$ cat src/rtl/priv_pkg.sv
// -----------------------------------------------------------------------------
// priv_pkg
// Shared constants and types for the privileged SYSTEM-instruction executor:
// opcode/funct3 match values, funct12 immediates for ECALL/EBREAK/WFI/MRET/SRET,
// exception cause codes, privilege-level encodings, the FSM state type and the
// captured-result record.
// -----------------------------------------------------------------------------
package priv_pkg;

    localparam logic [6:0]  SYSTEM_OPCODE = 7'b1110011;
    localparam logic [2:0]  PRIV_FUNCT3   = 3'b000;

    localparam logic [11:0] IMM_ECALL  = 12'h000;
    localparam logic [11:0] IMM_EBREAK = 12'h001;
    localparam logic [11:0] IMM_SRET   = 12'h102;
    localparam logic [11:0] IMM_WFI    = 12'h105;
    localparam logic [11:0] IMM_MRET   = 12'h302;

    localparam logic [5:0]  CAUSE_ILLEGAL    = 6'd2;
    localparam logic [5:0]  CAUSE_BREAKPOINT = 6'd3;
    localparam logic [5:0]  CAUSE_ECALL_U    = 6'd8;
    localparam logic [5:0]  CAUSE_ECALL_S    = 6'd9;
    localparam logic [5:0]  CAUSE_ECALL_M    = 6'd11;

    localparam logic [1:0]  PRIV_U    = 2'd0;
    localparam logic [1:0]  PRIV_S    = 2'd1;
    localparam logic [1:0]  PRIV_RSVD = 2'd2;
    localparam logic [1:0]  PRIV_M    = 2'd3;

    typedef enum logic [1:0] {
        IDLE     = 2'd0,
        WFI_WAIT = 2'd1,
        RESP     = 2'd2
    } state_t;

    // Result captured at accept time and presented during RESP.
    typedef struct packed {
        logic       exc;
        logic [5:0] num;
        logic       ret;
        logic       sret;
    } result_t;

endpackage

$ cat src/rtl/execute_system_priv_if.sv
// -----------------------------------------------------------------------------
// execute_system_priv_if
// Bundle between the decode/pipeline side and the privileged executor.
//   master : drives decode fields, read_valid, priv_mode, interrupt_pending,
//            flush; observes the result signals.
//   slave  : the executor; observes the request, drives processing, valid,
//            exception_*/exception_return_* and wfi_active.
// -----------------------------------------------------------------------------
interface execute_system_priv_if;

    logic [6:0]  decode_opcode;
    logic [2:0]  decode_funct3;
    logic [6:0]  decode_funct7;
    logic [11:0] decode_imm;
    logic        read_valid;
    logic [1:0]  priv_mode;
    logic        interrupt_pending;
    logic        flush;

    logic        processing;
    logic        valid;
    logic [5:0]  exception_num_out;
    logic        exception_valid_out;
    logic        exception_return_valid_out;
    logic        exception_return_sret_out;
    logic        wfi_active;

    modport master (
        output decode_opcode, decode_funct3, decode_funct7, decode_imm,
               read_valid, priv_mode, interrupt_pending, flush,
        input  processing, valid, exception_num_out, exception_valid_out,
               exception_return_valid_out, exception_return_sret_out, wfi_active
    );

    modport slave (
        input  decode_opcode, decode_funct3, decode_funct7, decode_imm,
               read_valid, priv_mode, interrupt_pending, flush,
        output processing, valid, exception_num_out, exception_valid_out,
               exception_return_valid_out, exception_return_sret_out, wfi_active
    );

endinterface

$ cat src/rtl/wfi_timer.sv
// -----------------------------------------------------------------------------
// wfi_timer
// Saturating cycle counter used while the executor sits in WFI_WAIT.
//   clk, rst_n : clock, asynchronous active-low reset
//   clear      : synchronous clear (entry to WFI_WAIT, flush)
//   enable     : count this cycle
//   expired    : count has reached WFI_TIMEOUT-1 (never when WFI_TIMEOUT=0)
// -----------------------------------------------------------------------------
module wfi_timer #(
    parameter int WFI_TIMEOUT = 1024
) (
    input  logic clk,
    input  logic rst_n,
    input  logic clear,
    input  logic enable,
    output logic expired
);

    localparam int CW = $clog2(WFI_TIMEOUT) + 1;
    // Holding value. For WFI_TIMEOUT=0 this truncates to all-ones, so the
    // counter simply parks at its maximum and expired stays low.
    localparam logic [CW-1:0] LIMIT = CW'(WFI_TIMEOUT - 1);

    logic [CW-1:0] count;

    always_ff @(posedge clk or negedge rst_n) begin
        if (!rst_n) begin
            count <= '0;
        end else if (clear) begin
            count <= '0;
        end else if (enable && (count != LIMIT)) begin
            count <= count + 1'b1;
        end
    end

    assign expired = (WFI_TIMEOUT != 0) && (count == LIMIT);

endmodule

$ cat src/rtl/execute_system_priv.sv
// -----------------------------------------------------------------------------
// execute_system_priv
// Sequential executor for SYSTEM/funct3=000 instructions (ECALL, EBREAK, MRET,
// SRET, WFI). Checks the instruction against the current privilege mode,
// captures the outcome at accept time and presents it with a one-cycle valid
// pulse. WFI parks the block in WFI_WAIT until an interrupt is pending or the
// configurable timeout expires.
//   clk, rst_n : clock, asynchronous active-low reset
//   bus        : execute_system_priv_if.slave (decode fields, read_valid,
//                priv_mode, interrupt_pending, flush in; processing, valid,
//                exception/return results and wfi_active out)
// Parameters: WFI_TIMEOUT (0 = wait forever), S_MODE_EN (SRET + S-mode ECALL).
// -----------------------------------------------------------------------------
module execute_system_priv
    import priv_pkg::*;
#(
    parameter int WFI_TIMEOUT = 1024,
    parameter bit S_MODE_EN   = 1'b1
) (
    input  logic                    clk,
    input  logic                    rst_n,
    execute_system_priv_if.slave    bus
);

    state_t  state_q, state_d;
    result_t res_p0, res_p1;
    logic    match, is_wfi, capture;
    logic    timer_clr, timer_en, timer_expired;
    logic    vld_p1;

    // funct7 is carried for port compatibility only.
    logic    unused_funct7;
    assign unused_funct7 = ^bus.decode_funct7;

    function automatic logic [5:0] ecall_cause(input logic [1:0] pm);
        case (pm)
            PRIV_M:  return CAUSE_ECALL_M;
            PRIV_S:  return S_MODE_EN ? CAUSE_ECALL_S : CAUSE_ECALL_M;
            default: return CAUSE_ECALL_U;   // U and reserved
        endcase
    endfunction

    // ---- p0: decode and privilege check ----
    always_comb begin
        match  = 1'b0;
        is_wfi = 1'b0;
        res_p0 = '0;
        if (bus.read_valid && (bus.decode_opcode == SYSTEM_OPCODE) &&
            (bus.decode_funct3 == PRIV_FUNCT3)) begin
            case (bus.decode_imm)
                IMM_ECALL: begin
                    match      = 1'b1;
                    res_p0.exc = 1'b1;
                    res_p0.num = ecall_cause(bus.priv_mode);
                end
                IMM_EBREAK: begin
                    match      = 1'b1;
                    res_p0.exc = 1'b1;
                    res_p0.num = CAUSE_BREAKPOINT;
                end
                IMM_MRET: begin
                    match = 1'b1;
                    if (bus.priv_mode == PRIV_M) begin
                        res_p0.ret = 1'b1;
                    end else begin
                        res_p0.exc = 1'b1;
                        res_p0.num = CAUSE_ILLEGAL;
                    end
                end
                IMM_SRET: begin
                    if (S_MODE_EN) begin
                        match = 1'b1;
                        if ((bus.priv_mode == PRIV_S) || (bus.priv_mode == PRIV_M)) begin
                            res_p0.ret  = 1'b1;
                            res_p0.sret = 1'b1;
                        end else begin
                            res_p0.exc = 1'b1;
                            res_p0.num = CAUSE_ILLEGAL;
                        end
                    end
                end
                IMM_WFI: begin
                    match  = 1'b1;
                    is_wfi = 1'b1;
                end
                default: ;
            endcase
        end
    end

    always_ff @(posedge clk or negedge rst_n) begin
        if (!rst_n) begin
            state_q <= IDLE;
        end else begin
            state_q <= state_d;
        end
    end

    // Flush overrides everything, including a match arriving in IDLE.
    always_comb begin
        state_d   = state_q;
        capture   = 1'b0;
        timer_clr = 1'b0;
        timer_en  = 1'b0;
        if (bus.flush) begin
            state_d   = IDLE;
            timer_clr = 1'b1;
        end else begin
            case (state_q)
                IDLE: begin
                    if (match) begin
                        capture   = 1'b1;
                        timer_clr = is_wfi;
                        state_d   = is_wfi ? WFI_WAIT : RESP;
                    end
                end
                WFI_WAIT: begin
                    timer_en = 1'b1;
                    if (bus.interrupt_pending || timer_expired) begin
                        state_d = RESP;
                    end
                end
                RESP:    state_d = IDLE;
                default: state_d = IDLE;
            endcase
        end
    end

    wfi_timer #(
        .WFI_TIMEOUT (WFI_TIMEOUT)
    ) u_timer (
        .clk     (clk),
        .rst_n   (rst_n),
        .clear   (timer_clr),
        .enable  (timer_en),
        .expired (timer_expired)
    );

    // ---- p1: captured result, presented in RESP ----
    always_ff @(posedge clk) begin
        if (capture) begin
            res_p1 <= res_p0;
        end
    end

    // A flush during RESP kills the strobe in the same cycle.
    assign vld_p1 = (state_q == RESP) && !bus.flush;

    assign bus.valid                      = vld_p1;
    assign bus.exception_valid_out        = vld_p1 && res_p1.exc;
    assign bus.exception_num_out          = (vld_p1 && res_p1.exc) ? res_p1.num : 6'd0;
    assign bus.exception_return_valid_out = vld_p1 && res_p1.ret;
    assign bus.exception_return_sret_out  = vld_p1 && res_p1.ret && res_p1.sret;
    assign bus.wfi_active                 = (state_q == WFI_WAIT);
    assign bus.processing                 = ((state_q == IDLE) && match) || (state_q != IDLE);

endmodule

$ cat src/flat_wrapper.sv
// flat-port wrapper written by rule: the top's interface ports become plain ports
module execute_system_priv_flat import priv_pkg::*;
#(
    parameter int WFI_TIMEOUT = 1024,
    parameter bit S_MODE_EN   = 1'b1
)
  (clk, rst_n, bus_decode_opcode, bus_decode_funct3, bus_decode_funct7, bus_decode_imm, bus_read_valid, bus_priv_mode, bus_interrupt_pending, bus_flush, bus_processing, bus_valid, bus_exception_num_out, bus_exception_valid_out, bus_exception_return_valid_out, bus_exception_return_sret_out, bus_wfi_active);
  execute_system_priv_if bus_i ();
  input  logic clk;
  input  logic rst_n;
  input wire logic [$bits(bus_i.decode_opcode)-1:0] bus_decode_opcode;
  input wire logic [$bits(bus_i.decode_funct3)-1:0] bus_decode_funct3;
  input wire logic [$bits(bus_i.decode_funct7)-1:0] bus_decode_funct7;
  input wire logic [$bits(bus_i.decode_imm)-1:0] bus_decode_imm;
  input wire logic [$bits(bus_i.read_valid)-1:0] bus_read_valid;
  input wire logic [$bits(bus_i.priv_mode)-1:0] bus_priv_mode;
  input wire logic [$bits(bus_i.interrupt_pending)-1:0] bus_interrupt_pending;
  input wire logic [$bits(bus_i.flush)-1:0] bus_flush;
  output wire logic [$bits(bus_i.processing)-1:0] bus_processing;
  output wire logic [$bits(bus_i.valid)-1:0] bus_valid;
  output wire logic [$bits(bus_i.exception_num_out)-1:0] bus_exception_num_out;
  output wire logic [$bits(bus_i.exception_valid_out)-1:0] bus_exception_valid_out;
  output wire logic [$bits(bus_i.exception_return_valid_out)-1:0] bus_exception_return_valid_out;
  output wire logic [$bits(bus_i.exception_return_sret_out)-1:0] bus_exception_return_sret_out;
  output wire logic [$bits(bus_i.wfi_active)-1:0] bus_wfi_active;
  assign bus_i.decode_opcode = bus_decode_opcode;
  assign bus_i.decode_funct3 = bus_decode_funct3;
  assign bus_i.decode_funct7 = bus_decode_funct7;
  assign bus_i.decode_imm = bus_decode_imm;
  assign bus_i.read_valid = bus_read_valid;
  assign bus_i.priv_mode = bus_priv_mode;
  assign bus_i.interrupt_pending = bus_interrupt_pending;
  assign bus_i.flush = bus_flush;
  assign bus_processing = bus_i.processing;
  assign bus_valid = bus_i.valid;
  assign bus_exception_num_out = bus_i.exception_num_out;
  assign bus_exception_valid_out = bus_i.exception_valid_out;
  assign bus_exception_return_valid_out = bus_i.exception_return_valid_out;
  assign bus_exception_return_sret_out = bus_i.exception_return_sret_out;
  assign bus_wfi_active = bus_i.wfi_active;
  execute_system_priv #(.WFI_TIMEOUT(WFI_TIMEOUT), .S_MODE_EN(S_MODE_EN)) u_core (.clk(clk), .rst_n(rst_n), .bus(bus_i));
endmodule
$ cat config.mk
export PLATFORM = sky130hd
export DESIGN_NAME = execute_system_priv_flat
export DESIGN_NICKNAME = d
export VERILOG_FILES = /design/src/rtl/priv_pkg.sv /design/src/rtl/execute_system_priv_if.sv /design/src/rtl/wfi_timer.sv /design/src/rtl/execute_system_priv.sv /design/src/flat_wrapper.sv
export SDC_FILE = /design/constraint.sdc
export NUM_CORES = 1
export LEC_CHECK = 0
export CORE_MARGIN = 2
export CORE_UTILIZATION = 31
export DETAILED_ROUTE_END_ITERATION = 12
export HOLD_SLACK_MARGIN = 0.02
export PLACE_DENSITY_LB_ADDON = 0.15
export SYNTH_ARGS = -nofsm -noshare
export SYNTH_HDL_FRONTEND = slang
export SYNTH_SLANG_ARGS = --single-unit
$ cat constraint.sdc
create_clock -name clk -period 3.7 [get_ports clk]
set_input_delay 0.925 -clock clk [delete_from_list [all_inputs] [get_ports clk]]
set_output_delay 0.925 -clock clk [all_outputs]
set_load 0.02 [all_outputs]
==> Implementation_results.wiki <==
{| class="wikitable"
! Metric !! Value
|-
| Run status || finished, final reports clean
|-
| Post-DR vias/cell || 5.01
|-
| Slack of the worst reg-to-reg path || 1.94 ns
|-
| Max H-tree Level || 1
|-
| Port Buffers || 37
|-
| Routability congestion estimate || 0.758
|-
| Critical Path Fanout Max || 4
|-
| Slew at the pin with the worst max-slew slack || 0.569 ns
|-
| Total Negative Setup Slacks || 0 ns
|-
| Setup repair after global routing missed its margin || false
|-
| Maximum number of pins on one net before global-route repair || 14
|-
| Number of detailed-routing iterations run before antenna repair || 4
|-
| Launching instance or port of the critical path || bus_decode_opcode[0]
|-
| Synth warn || 0
|-
| Startpoint of the worst register-to-register path || u_core.u_timer.count[0]
|-
| Fraction of layout cells with a size suffix above 1 || 14.6%
|-
| Number of cells in the finished layout apart from fillers || 219
|-
| Number of nets in the finished design || 209
|-
| Crit-path most repeated cell || nand3_1
|-
| Hold crit path type || reg2reg
|-
| Number of sinks handled by clock tree synthesis || 19
|-
| Remaining antenna violation count || 0
|-
| Min Tclk post-route || 3.58 ns
|-
| P&R area growth vs syn || 46.1%
|-
| Maximum ir drop on the vdd rail || 116 uV
|-
| Post-route clock period utilization || 96.7%
|-
| Post-detailed-route wirelength per cell || 11.6 um
|-
| Count of unique library cells instantiated by Yosys || 44
|-
| Async set-reset flop share out of synthesis || 68.4%
|-
| Startpoint types || input pin
|-
| Die ar. || 4290 um^2
|-
| Number of filler instances in the final layout || 361
|-
| Vias in the first global route || 1,025
|-
| Sequential share of power || 52.4%
|-
| Final Hold Slack || 0.535 ns
|-
| Capture point of the worst reg-to-reg path || u_core.state_q[1]
|-
| Post-CTS Hold Buffers || 0
|-
| Post-synthesis register bit count || 19
|-
| Number of enable-type register cells in the synthesized netlist || 6
|-
| Hold violation count in the final report || 0
|-
| Design area || 1710 um^2
|-
| CTS Buf Count || 3
|-
| Initial core utilization || 32.1%
|-
| Average footprint of a synthesized cell || 9.54 um^2
|-
| Hold Crit Start || u_core.u_timer.count[10]
|-
| Master cell of the clock root buffer || clkbuf_8
|-
| Total number of placement rows || 22
|-
| Remaining design rule violation count || 0
|-
| Gate power share || 12.9%
|-
| Number of cells on the worst reg-to-reg path || 5
|-
| Final count of pins violating max slew || 0
|-
| First-pass GRT wire length || 4300 um
|-
| HPWL after detailed placement || 2070 um
|-
| Total leakage power || 0.000641 uW
|-
| Cell Chain, Critical Path || clkdlybuf4s50_1, nor4bb_1, nand3_1, a2111o_1, nand3_1, dlygate4sd2_1
|-
| Crit path max-delay cell type || clkdlybuf4s50_1
|-
| Share of the core filled with cells in the final layout || 46.8%
|-
| Post-Place Cell Area || 1660 um^2
|-
| Antenna diode count || 0
|-
| Crit Path Class || in2out
|-
| Number of antenna violations at the first check in global routing || 0
|-
| Part of the total power dissipated in the clock network || 34.7%
|-
| Signal arrival time at the worst endpoint || 2.65 ns
|-
| Clock latency of the later-clocked register in the worst-skew pair || 0.26 ns
|-
| Layout Skew || 0.00993 ns
|-
| Iteration-0 DRC Markers || 28
|-
| Maximum count of clock buffers along a single path || 2
|-
| Register cell area after layout || 505 um^2
|-
| Internal || 325 uW
|-
| Die Width || 65.5 um
|-
| Worst slew margin || 61.9%
|-
| Overall die height || 65.5 um
|-
| Max-cap viol count || 0
|-
| Multi-input gate area in the final layout || 617 um^2
|-
| Cells after Synth || 123
|-
| Part of the Yosys area used for sequential elements || 43.1%
|-
| Core area || 3660 um^2
|-
| Post-synthesis instance area || 1170 um^2
|-
| Cell area power density || 240 nW/um^2
|-
| Ports placed on the boundary || 48
|-
| Endpoint type of the worst setup path || output port
|-
| Via count || 1,097
|-
| TritonCTS clock tree || done
|-
| Sw Ratio || 20.9%
|-
| Most common flop cell mapped by yosys || dfrtp_1
|-
| Crit path capture || bus_processing
|-
| Post-CTS Setup Bufs || 0
|-
| Total of endpoints with negative setup slack in the final report || 0
|-
| Required time reported for the critical path endpoint || 2.77 ns
|-
| Psw || 86.0 uW
|-
| Routed wire length || 2530 um
|-
| Global-route congestion overflow total || 0
|-
| DP Cell Count || 215
|-
| Stage delay of the slowest cell on the critical path || 0.45 ns
|-
| Clock-pin slew on the worst setup and hold paths || 0.08 ns
|-
| Achievable Freq || 0.280 GHz
|-
| GRT Overall Usage || 12.9%
|}
power groups by stage:
| stage | combinational [uW] | clock [uW] | sequential (uW) |
|---|---|---|---|
| 6_report | 53.0 | 143 | 216 |
| 5_1_grt | 57.8 | 156 | 215 |
| 4_1_cts | 53.3 | 146 | 216 |
| 3_5_place_dp | 53.1 | 0 | 220 |
| 3_3_place_gp | 52.3 | 0 | 220 |
| 2_1_floorplan | 13.9 | 0 | 220 |
critical path, delay by kind of cell:
family	cells	cell delay [ns]
AOI/OAI and AO/OA	1	0.40
buffers and inverters	2	0.79
and+or+nand+nor	3	0.54
routing by layer:
| layer | global-route usage [%] | share of wire [%] | vias to the layer above |
|---|---|---|---|
| li1 | - | - | 558 |
| met1 | 16.4 | 45 | 502 |
| met2 | 20.4 | 48 | 33 |
| met3 | 2.40 | 4.5 | 4 |
| met4 | 7.81 | 2.3 | 0 |
| met5 | 0 | 0 | - |
cell type report:
| cell class | count | area share [%] |
|---|---|---|
| multi-input cells | 92 | 36.0 |
| flip-flops and latches | 19 | 29.5 |
| repair buffers | 49 | 26.8 |
| well taps | 48 | 3.50 |
| clock buffers | 3 | 2.41 |
| inverters | 7 | 1.53 |
| clock inverters | 1 | 0.292 |
timing repair:
action | in CTS | in global routing
endpoints found under the setup margin | 1 | 1
cloned | 0 | 0
hold endpoints to repair | 0 | 0
gates resized for setup | 1 | 1
per-stage QoR:
step | setup slack, ns | total power [uW]
2_1_floorplan | 0.794 | 234
5_1_grt | 0.0232 | 429
4_1_cts | 0.0768 | 415
3_3_place_gp | -0.174 | 272
6_report | 0.123 | 411
3_5_place_dp | -0.205 | 273
Yosys cell counts (2+ instances only):
| cell type | n | area (um^2) |
|---|---|---|
| and2_1 | 3 | 18.8 |
| o31ai_1 | 3 | 22.5 |
| nand3_1 | 5 | 25.0 |
| and3_1 | 7 | 43.8 |
| nor2_1 | 10 | 37.5 |
| a311oi_1 | 2 | 17.5 |
| or2_2 | 3 | 18.8 |
| clkbuf_1 | 3 | 11.3 |
| nor2b_1 | 3 | 18.8 |
| nand4_1 | 3 | 18.8 |
| edfxtp_1 | 6 | 180 |
| nand3b_1 | 2 | 15.0 |
| dfrtp_1 | 13 | 325 |
| nor3b_1 | 2 | 15.0 |
| a2111oi_2 | 2 | 30.0 |
| inv_1 | 7 | 26.3 |
| o21ai_0 | 2 | 10.0 |
| buf_4 | 3 | 22.5 |
| mux2i_1 | 2 | 20.0 |
| a211oi_1 | 2 | 15.0 |
| or4_1 | 2 | 15.0 |
| nor4_1 | 2 | 12.5 |
| a21oi_1 | 8 | 40.0 |
| nor4bb_1 | 2 | 20.0 |
| nor3_1 | 7 | 35.0 |
registers in the layout, indices dropped and copies added, names as in the netlist:
signal / count
u_core.u_timer.count: 11
u_core.state_q: 2
u_core.res_p1: 6
worst min-delay path by stage:
stage | endpoint | slack (ns) | cells past startpoint
6_report | u_core.u_timer.count[10] | 0.54 | 2
5_1_grt | u_core.u_timer.count[10] | 0.55 | 2
4_1_cts | u_core.u_timer.count[10] | 0.53 | 2
3_5_place_dp | u_core.u_timer.count[10] | 0.52 | 2
3_3_place_gp | u_core.u_timer.count[10] | 0.50 | 2
2_1_floorplan | u_core.u_timer.count[10] | 0.48 | 2
cells in the final DEF (no fill, tap or decap), drive strengths merged, types with 5 or more instances in the layout:
master          n
a21oi           8
and3            7
buf            12
clkdlybuf4s50  36
dfrtp          13
edfxtp          6
inv             7
nand3           5
nor2           10
nor3            7
cells by family after synthesis:
kind of cell               Yosys count  share of synthesized area [%]
AOI/OAI and AO/OA                   25                           15.8
xor gates and xnor gates             1                          0.746
adders and majority gates            1                           1.07
buffers and inverters               14                           5.54
DFF                                 19                           43.1
muxes                                2                           1.71
other                                1                          0.320
and+or+nand+nor                     60                           31.8
(Power assumes the default switching activity.)
